[src/rtl/stage_frame_scanner.sv]
// -----------------------------------------------------------------------------
// stage_frame_scanner
//
// Walks a H_ACTIVE x V_ACTIVE raster and asks an external combinational
// renderer for each pixel. The result is captured in a valid/ready output
// register and handed to a framebuffer writer. The selected stage is latched
// at frame start and drives the external renderer mux for the whole frame.
//
// Ports
//   clk         single clock, all state on rising edge
//   rst_n       asynchronous active-low reset
//   start       frame request, level-sampled while idle
//   abort       synchronous frame cancel (ignored while idle)
//   stage_sel   stage to render, captured with an accepted start
//   stage_out   latched stage_sel, selects the external renderer
//   rend_x      current column presented to the renderer
//   rend_y      current row presented to the renderer
//   rend_color  renderer result {r[2:0],g[2:0],b[1:0]} for rend_x/rend_y
//   pix_valid   pix_addr/pix_data hold a pixel for the framebuffer
//   pix_ready   framebuffer accepts the held pixel this cycle
//   pix_addr    linear address y*H_ACTIVE+x
//   pix_data    captured rend_color
//   busy        frame in progress
//   done        one-cycle completion pulse
// -----------------------------------------------------------------------------
module stage_frame_scanner #(
  parameter int H_ACTIVE = 80,
  parameter int V_ACTIVE = 60
) (
  input  logic        clk,
  input  logic        rst_n,
  input  logic        start,
  input  logic        abort,
  input  logic [2:0]  stage_sel,
  output logic [2:0]  stage_out,
  output logic [6:0]  rend_x,
  output logic [6:0]  rend_y,
  input  logic [7:0]  rend_color,
  output logic        pix_valid,
  input  logic        pix_ready,
  output logic [12:0] pix_addr,
  output logic [7:0]  pix_data,
  output logic        busy,
  output logic        done
);

  localparam logic [6:0] X_LAST = 7'(H_ACTIVE - 1);
  localparam logic [6:0] Y_LAST = 7'(V_ACTIVE - 1);

  typedef enum logic [1:0] {
    IDLE  = 2'd0,
    SCAN  = 2'd1,
    DRAIN = 2'd2
  } state_t;

  state_t      state_r, state_nxt_s;

  logic [6:0]  x_r, x_nxt_s;
  logic [6:0]  y_r, y_nxt_s;
  logic [12:0] addr_r, addr_nxt_s;
  logic [2:0]  stage_r, stage_nxt_s;
  logic        valid_r, valid_nxt_s;
  logic [12:0] paddr_r, paddr_nxt_s;
  logic [7:0]  pdata_r, pdata_nxt_s;
  logic        busy_r;
  logic        done_r, done_nxt_s;

  logic        accept_s;
  logic        abort_s;
  logic        load_s;
  logic        last_s;

  // Qualifiers shared by the FSM and the datapath.
  always_comb begin
    accept_s = (state_r == IDLE) && start;
    abort_s  = (state_r != IDLE) && abort;
    // The output register takes a new pixel whenever it is empty or draining.
    load_s   = (state_r == SCAN) && (!valid_r || pix_ready);
    last_s   = (x_r == X_LAST) && (y_r == Y_LAST);
  end

  // Next-state logic; abort wins over every other transition.
  always_comb begin
    state_nxt_s = state_r;
    case (state_r)
      IDLE: begin
        if (start) begin
          state_nxt_s = SCAN;
        end else begin
          state_nxt_s = IDLE;
        end
      end
      SCAN: begin
        if (abort) begin
          state_nxt_s = IDLE;
        end else if (load_s && last_s) begin
          state_nxt_s = DRAIN;
        end else begin
          state_nxt_s = SCAN;
        end
      end
      DRAIN: begin
        if (abort) begin
          state_nxt_s = IDLE;
        end else if (valid_r && pix_ready) begin
          state_nxt_s = IDLE;
        end else begin
          state_nxt_s = DRAIN;
        end
      end
      default: begin
        state_nxt_s = IDLE;
      end
    endcase
  end

  // Datapath next values: raster counters, output register, done pulse.
  always_comb begin
    x_nxt_s     = x_r;
    y_nxt_s     = y_r;
    addr_nxt_s  = addr_r;
    stage_nxt_s = stage_r;
    valid_nxt_s = valid_r;
    paddr_nxt_s = paddr_r;
    pdata_nxt_s = pdata_r;
    done_nxt_s  = (state_r == DRAIN) && !abort && valid_r && pix_ready;

    if (accept_s) begin
      x_nxt_s     = 7'd0;
      y_nxt_s     = 7'd0;
      addr_nxt_s  = 13'd0;
      stage_nxt_s = stage_sel;
    end else if (abort_s) begin
      // Counters are left as-is; the next accepted start clears them.
      valid_nxt_s = 1'b0;
    end else if (load_s) begin
      valid_nxt_s = 1'b1;
      paddr_nxt_s = addr_r;
      pdata_nxt_s = rend_color;
      // The final pixel parks the counters so pix_addr never overruns.
      if (!last_s) begin
        addr_nxt_s = addr_r + 13'd1;
        if (x_r == X_LAST) begin
          x_nxt_s = 7'd0;
          y_nxt_s = y_r + 7'd1;
        end else begin
          x_nxt_s = x_r + 7'd1;
          y_nxt_s = y_r;
        end
      end else begin
        addr_nxt_s = addr_r;
      end
    end else if (pix_ready) begin
      valid_nxt_s = 1'b0;
    end else begin
      valid_nxt_s = valid_r;
    end
  end

  // State register.
  always_ff @(posedge clk or negedge rst_n) begin
    if (!rst_n) begin
      state_r <= IDLE;
    end else begin
      state_r <= state_nxt_s;
    end
  end

  // Datapath registers; busy is registered from the next state so it tracks state.
  always_ff @(posedge clk or negedge rst_n) begin
    if (!rst_n) begin
      x_r     <= 7'd0;
      y_r     <= 7'd0;
      addr_r  <= 13'd0;
      stage_r <= 3'd0;
      valid_r <= 1'b0;
      paddr_r <= 13'd0;
      pdata_r <= 8'd0;
      busy_r  <= 1'b0;
      done_r  <= 1'b0;
    end else begin
      x_r     <= x_nxt_s;
      y_r     <= y_nxt_s;
      addr_r  <= addr_nxt_s;
      stage_r <= stage_nxt_s;
      valid_r <= valid_nxt_s;
      paddr_r <= paddr_nxt_s;
      pdata_r <= pdata_nxt_s;
      busy_r  <= (state_nxt_s != IDLE);
      done_r  <= done_nxt_s;
    end
  end

  assign stage_out = stage_r;
  assign rend_x    = x_r;
  assign rend_y    = y_r;
  assign pix_valid = valid_r;
  assign pix_addr  = paddr_r;
  assign pix_data  = pdata_r;
  assign busy      = busy_r;
  assign done      = done_r;

endmodule

[config.mk]
export PLATFORM = sky130hd
export DESIGN_NAME = stage_frame_scanner
export DESIGN_NICKNAME = d
export VERILOG_FILES = /design/src/rtl/stage_frame_scanner.sv
export SDC_FILE = /design/constraint.sdc
export NUM_CORES = 1
export LEC_CHECK = 0
export BUFFER_PORTS_ARGS = -buffer_cell sky130_fd_sc_hd__buf_2
export CORE_ASPECT_RATIO = 1.25
export CORE_MARGIN = 3
export CORE_UTILIZATION = 58
export DETAILED_ROUTE_END_ITERATION = 10
export GPL_ROUTABILITY_DRIVEN = 0
export GPL_TIMING_DRIVEN = 1
export PLACE_DENSITY = 0.84
export SYNTH_ARGS = -nofsm -noshare
export SYNTH_HDL_FRONTEND = slang
export SYNTH_SLANG_ARGS = --single-unit
[constraint.sdc]
create_clock -name clk -period 4.1 [get_ports clk]
set_input_delay 0.41 -clock clk [delete_from_list [all_inputs] [get_ports clk]]
set_output_delay 0.41 -clock clk [all_outputs]
set_load 0.05 [all_outputs]
==> impl_metrics.tcl <==
set metrics [dict create \
    status "complete, no violations" \
    setup_tns_ns 0 \
    cpPeakStageDelay_ns 0.71 \
    synth_warnings 0 \
    yosysUniqueCellTypes 43 \
    max_freq_mhz 439 \
    synth.avg_cell_area_um2 9.17 \
    worstPathRequired_ns 4.34 \
    dp.cells 386 \
    rsz0062_at_grt "no" \
    synth_ff_type "dfrtp_1" \
    synth_top_area_share_pct 53.4 \
    finalHoldViolCount 0 \
    cts_tree "built" \
    fin_crit_ns 2.28 \
    fin_crit_sh_pct 55.5 \
    dr.first_iter.drc_count 140 \
    synth-async-reset-ratio_pct 100 \
    p_leak_nw 1.60 \
    cellPowerDensity_nw_per_um2 487 \
    die_h_um 81.2 \
    synth_top_cells_by_count "85 x nand2_1, 56 x dfrtp_1, 16 x nor2_1, 16 x o21ai_0, 12 x a21oi_1" \
    wl_um 5620 \
    fp-row-count 26 \
    maxCapViolations 0 \
    avgRoutedWirePerCell_um 14.3 \
    cts_sinks 56 \
    nets 356 \
    synthToLayoutAreaGrowth_pct 15.8 \
    cts_root_buffer "clkbuf_8" \
    postCtsHoldBufs 0 \
    grt_first_pass_wirelength_um 9270 \
    r2r-start "state_r[1]$_DFF_PN0_" \
    antenna_cells 0 \
    ctsResizeCount 0 \
    synth_edf_count 0 \
    ios 57 \
    combPwrFrac_pct 30.6 \
    p_seq_share_pct 45.4 \
    p_switching_w 0.000572 \
    power.internal_w 0.000908 \
    crit_family "simple AND/OR/NAND/NOR gates" \
    yosys.area_share.simple_pct 27.7 \
    first_pass_iters 4 \
    crit_buf_inv 0 \
    synth_most_common_cell "nand2_1" \
    cts_buffers 5 \
    final_layout_size_suffix_gt1_share_pct 23.1 \
    vias_per_cell 5.62 \
    reg2reg_depth 4 \
    die_x_um 66.2 \
    htreeDepth 2 \
    via_count 2213 \
    slew_viol_final 0 \
    ant_nets 0 \
    cp-start-kind "flip-flop" \
    hp-class "input port to asynchronous set/reset pin" \
    cp-end-kind "flip-flop" \
    initial_core_util_pct 62.0 \
    slowest_stage "nor3_4" \
    yosys_register_bits 56 \
    critical_path_class "flip-flop to flip-flop" \
    synth_nets 305 \
    grt_use_total_pct 22.2 \
    vdd_drop_max_v 0.000271 \
    core-area_um2 4230 \
    synth_compound_area_share_pct 10.7 \
    die_area_um2 5370 \
    r2r_slack_ns 1.82 \
    grt_pass1_vias 2049 \
    grt_overflow 0 \
    cts_buffer_depth 2 \
    antenna_found_initial 0 \
    synth_top_family_by_area "simple AND/OR/NAND/NOR gates" \
    dp_hpwl_um 4000 \
    portBuffers 56 \
    fin_worst_skew_ns 0.00762 \
    worstReg2RegEnd "addr_r[5]$_DFFE_PN0P_" \
    syn-cell-area_um2 2620 \
    yosys-top-cells-area "dfrtp_1 53%, nand2_1 12%, o21ai_0 3.1%" \
    layout.cells.non_filler 394 \
    yosys.area_share.adder_pct 1.43 \
    synth_xor_area_share_pct 2.34 \
    p_clk_share_pct 24.1 \
    max_slew_margin_pct 44.1 \
    setup-violations-final 0 \
    clkLatencyLatePin_ns 0.31 \
    muxShareOfSynthArea_pct 1.19 \
    cp.arrival_ns 2.51 \
    synth_top_area_cell "dfrtp_1" \
    tightest_slew_ns 0.839 \
    crit_fanout 20 \
    ys_seq_area_share_pct 53.4 \
    post-route-drc-count 0 \
    grt_start_max_net_pins 57 \
    p_sw_share_pct 38.7 \
    post_cts_buffers 0 \
    clk_pin_slew_ns 0.10 \
    synthCells 286 \
    path_cells "nor3_4 -> nand2_2 -> or4_1 -> a21oi_1" \
]
-- sequential cells by signal, summed over array words and instances, names as in the netlist --
register   cells
pix_data       8
pix_addr      13
pix_valid      1
rend_y         7
state_r        2
done           1
rend_x         7
stage_out      3
addr_r        13
busy           1
-- cells by family (layout without fill, tap and decap cells) --
| group | Yosys count | in the layout |
|---|---|---|
| buf+inv | 19 | 71 |
| simple gates | 152 | 152 |
| fa+ha+maj | 3 | 3 |
| mux | 3 | 3 |
| compound gates | 46 | 46 |
| xor+xnor | 7 | 7 |
| flops | 56 | 56 |
-- worst max path at each step --
stage | from | end | slack, ns | depth (start not counted)
floorplan | rend_x[0]$_DFFE_PN0P_ | rend_y[0]$_DFFE_PN0P_ | 1.97 | 7
global placement | abort | addr_r[5]$_DFFE_PN0P_ | 1.72 | 6
detailed placement | abort | addr_r[5]$_DFFE_PN0P_ | 1.65 | 6
CTS | state_r[1]$_DFF_PN0_ | addr_r[8]$_DFFE_PN0P_ | 1.80 | 5
global route | state_r[1]$_DFF_PN0_ | addr_r[8]$_DFFE_PN0P_ | 1.61 | 5
finish | state_r[1]$_DFF_PN0_ | addr_r[5]$_DFFE_PN0P_ | 1.82 | 4
-- power groups by stage --
| stage | registers (W) | logic (W) | clock network [W] |
|---|---|---|---|
| after floorplan | 0.000881 | 0.000134 | 0 |
| after global placement | 0.000678 | 0.000443 | 0 |
| after detailed placement | 0.000682 | 0.000455 | 0 |
| after CTS | 0.000671 | 0.000456 | 0.000362 |
| after global routing | 0.000679 | 0.000483 | 0.000386 |
| final | 0.000671 | 0.000452 | 0.000356 |
-- layer usage --
metal / part of all wire, % / wire [um] / track usage, % / vias to the layer above
li1: - / - / - / 1078
met4: 0.96 / 54 / 4.47 / 0
met2: 52 / 2910 / 39.5 / 69
met3: 5.3 / 300 / 4.56 / 6
met5: 0 / 0 / 0 / -
met1: 42 / 2350 / 28.0 / 1060
-- metrics by stage --
step	power [W]	cell area (um^2)	hold WS [ns]	setup slack [ns]	utilization, %
final	0.00148	3040	0.221	1.82	71.9
after global routing	0.00155	3040	0.274	1.61	71.9
after CTS	0.00149	3040	0.254	1.80	71.9
after detailed placement	0.00114	2930	0.459	1.65	69.2
after global placement	0.00112	2930	0.452	1.72	69.2
after floorplan	0.00101	2620	0.114	1.97	-
-- cell type report --
cell class | count | area, um^2
flip-flops and latches | 56 | 1400
fillers | 350 | 1190
multi-input cells | 211 | 1140
repair buffers | 59 | 303
well taps | 56 | 70.1
clock buffers | 5 | 68.8
clock inverters | 3 | 42.5
inverters | 4 | 15.0
-- cells in the final DEF, fill, tap and decap left out, types with 4 or more instances in the layout --
master    Yosys  final
nor2_1       16     16
clkbuf_8      0      5
o21ai_0      16     16
nand2b_1      4      4
buf_2         1     56
inv_1         4      4
nand4_1      10     10
a21oi_1      12     12
dfrtp_1      56     56
nand2_1      85     85
nand3_1       8      8
xor2_1        5      5
and3_1        7      7
o31ai_1       5      5
-- worst reg2reg max path, cell delays in order (launching register included) --
cell     delay (ns)
dfrtp_1        0.57
nor3_4         0.71
nand2_2        0.23
or4_1          0.54
a21oi_1        0.16
(Power assumes the default switching activity.)
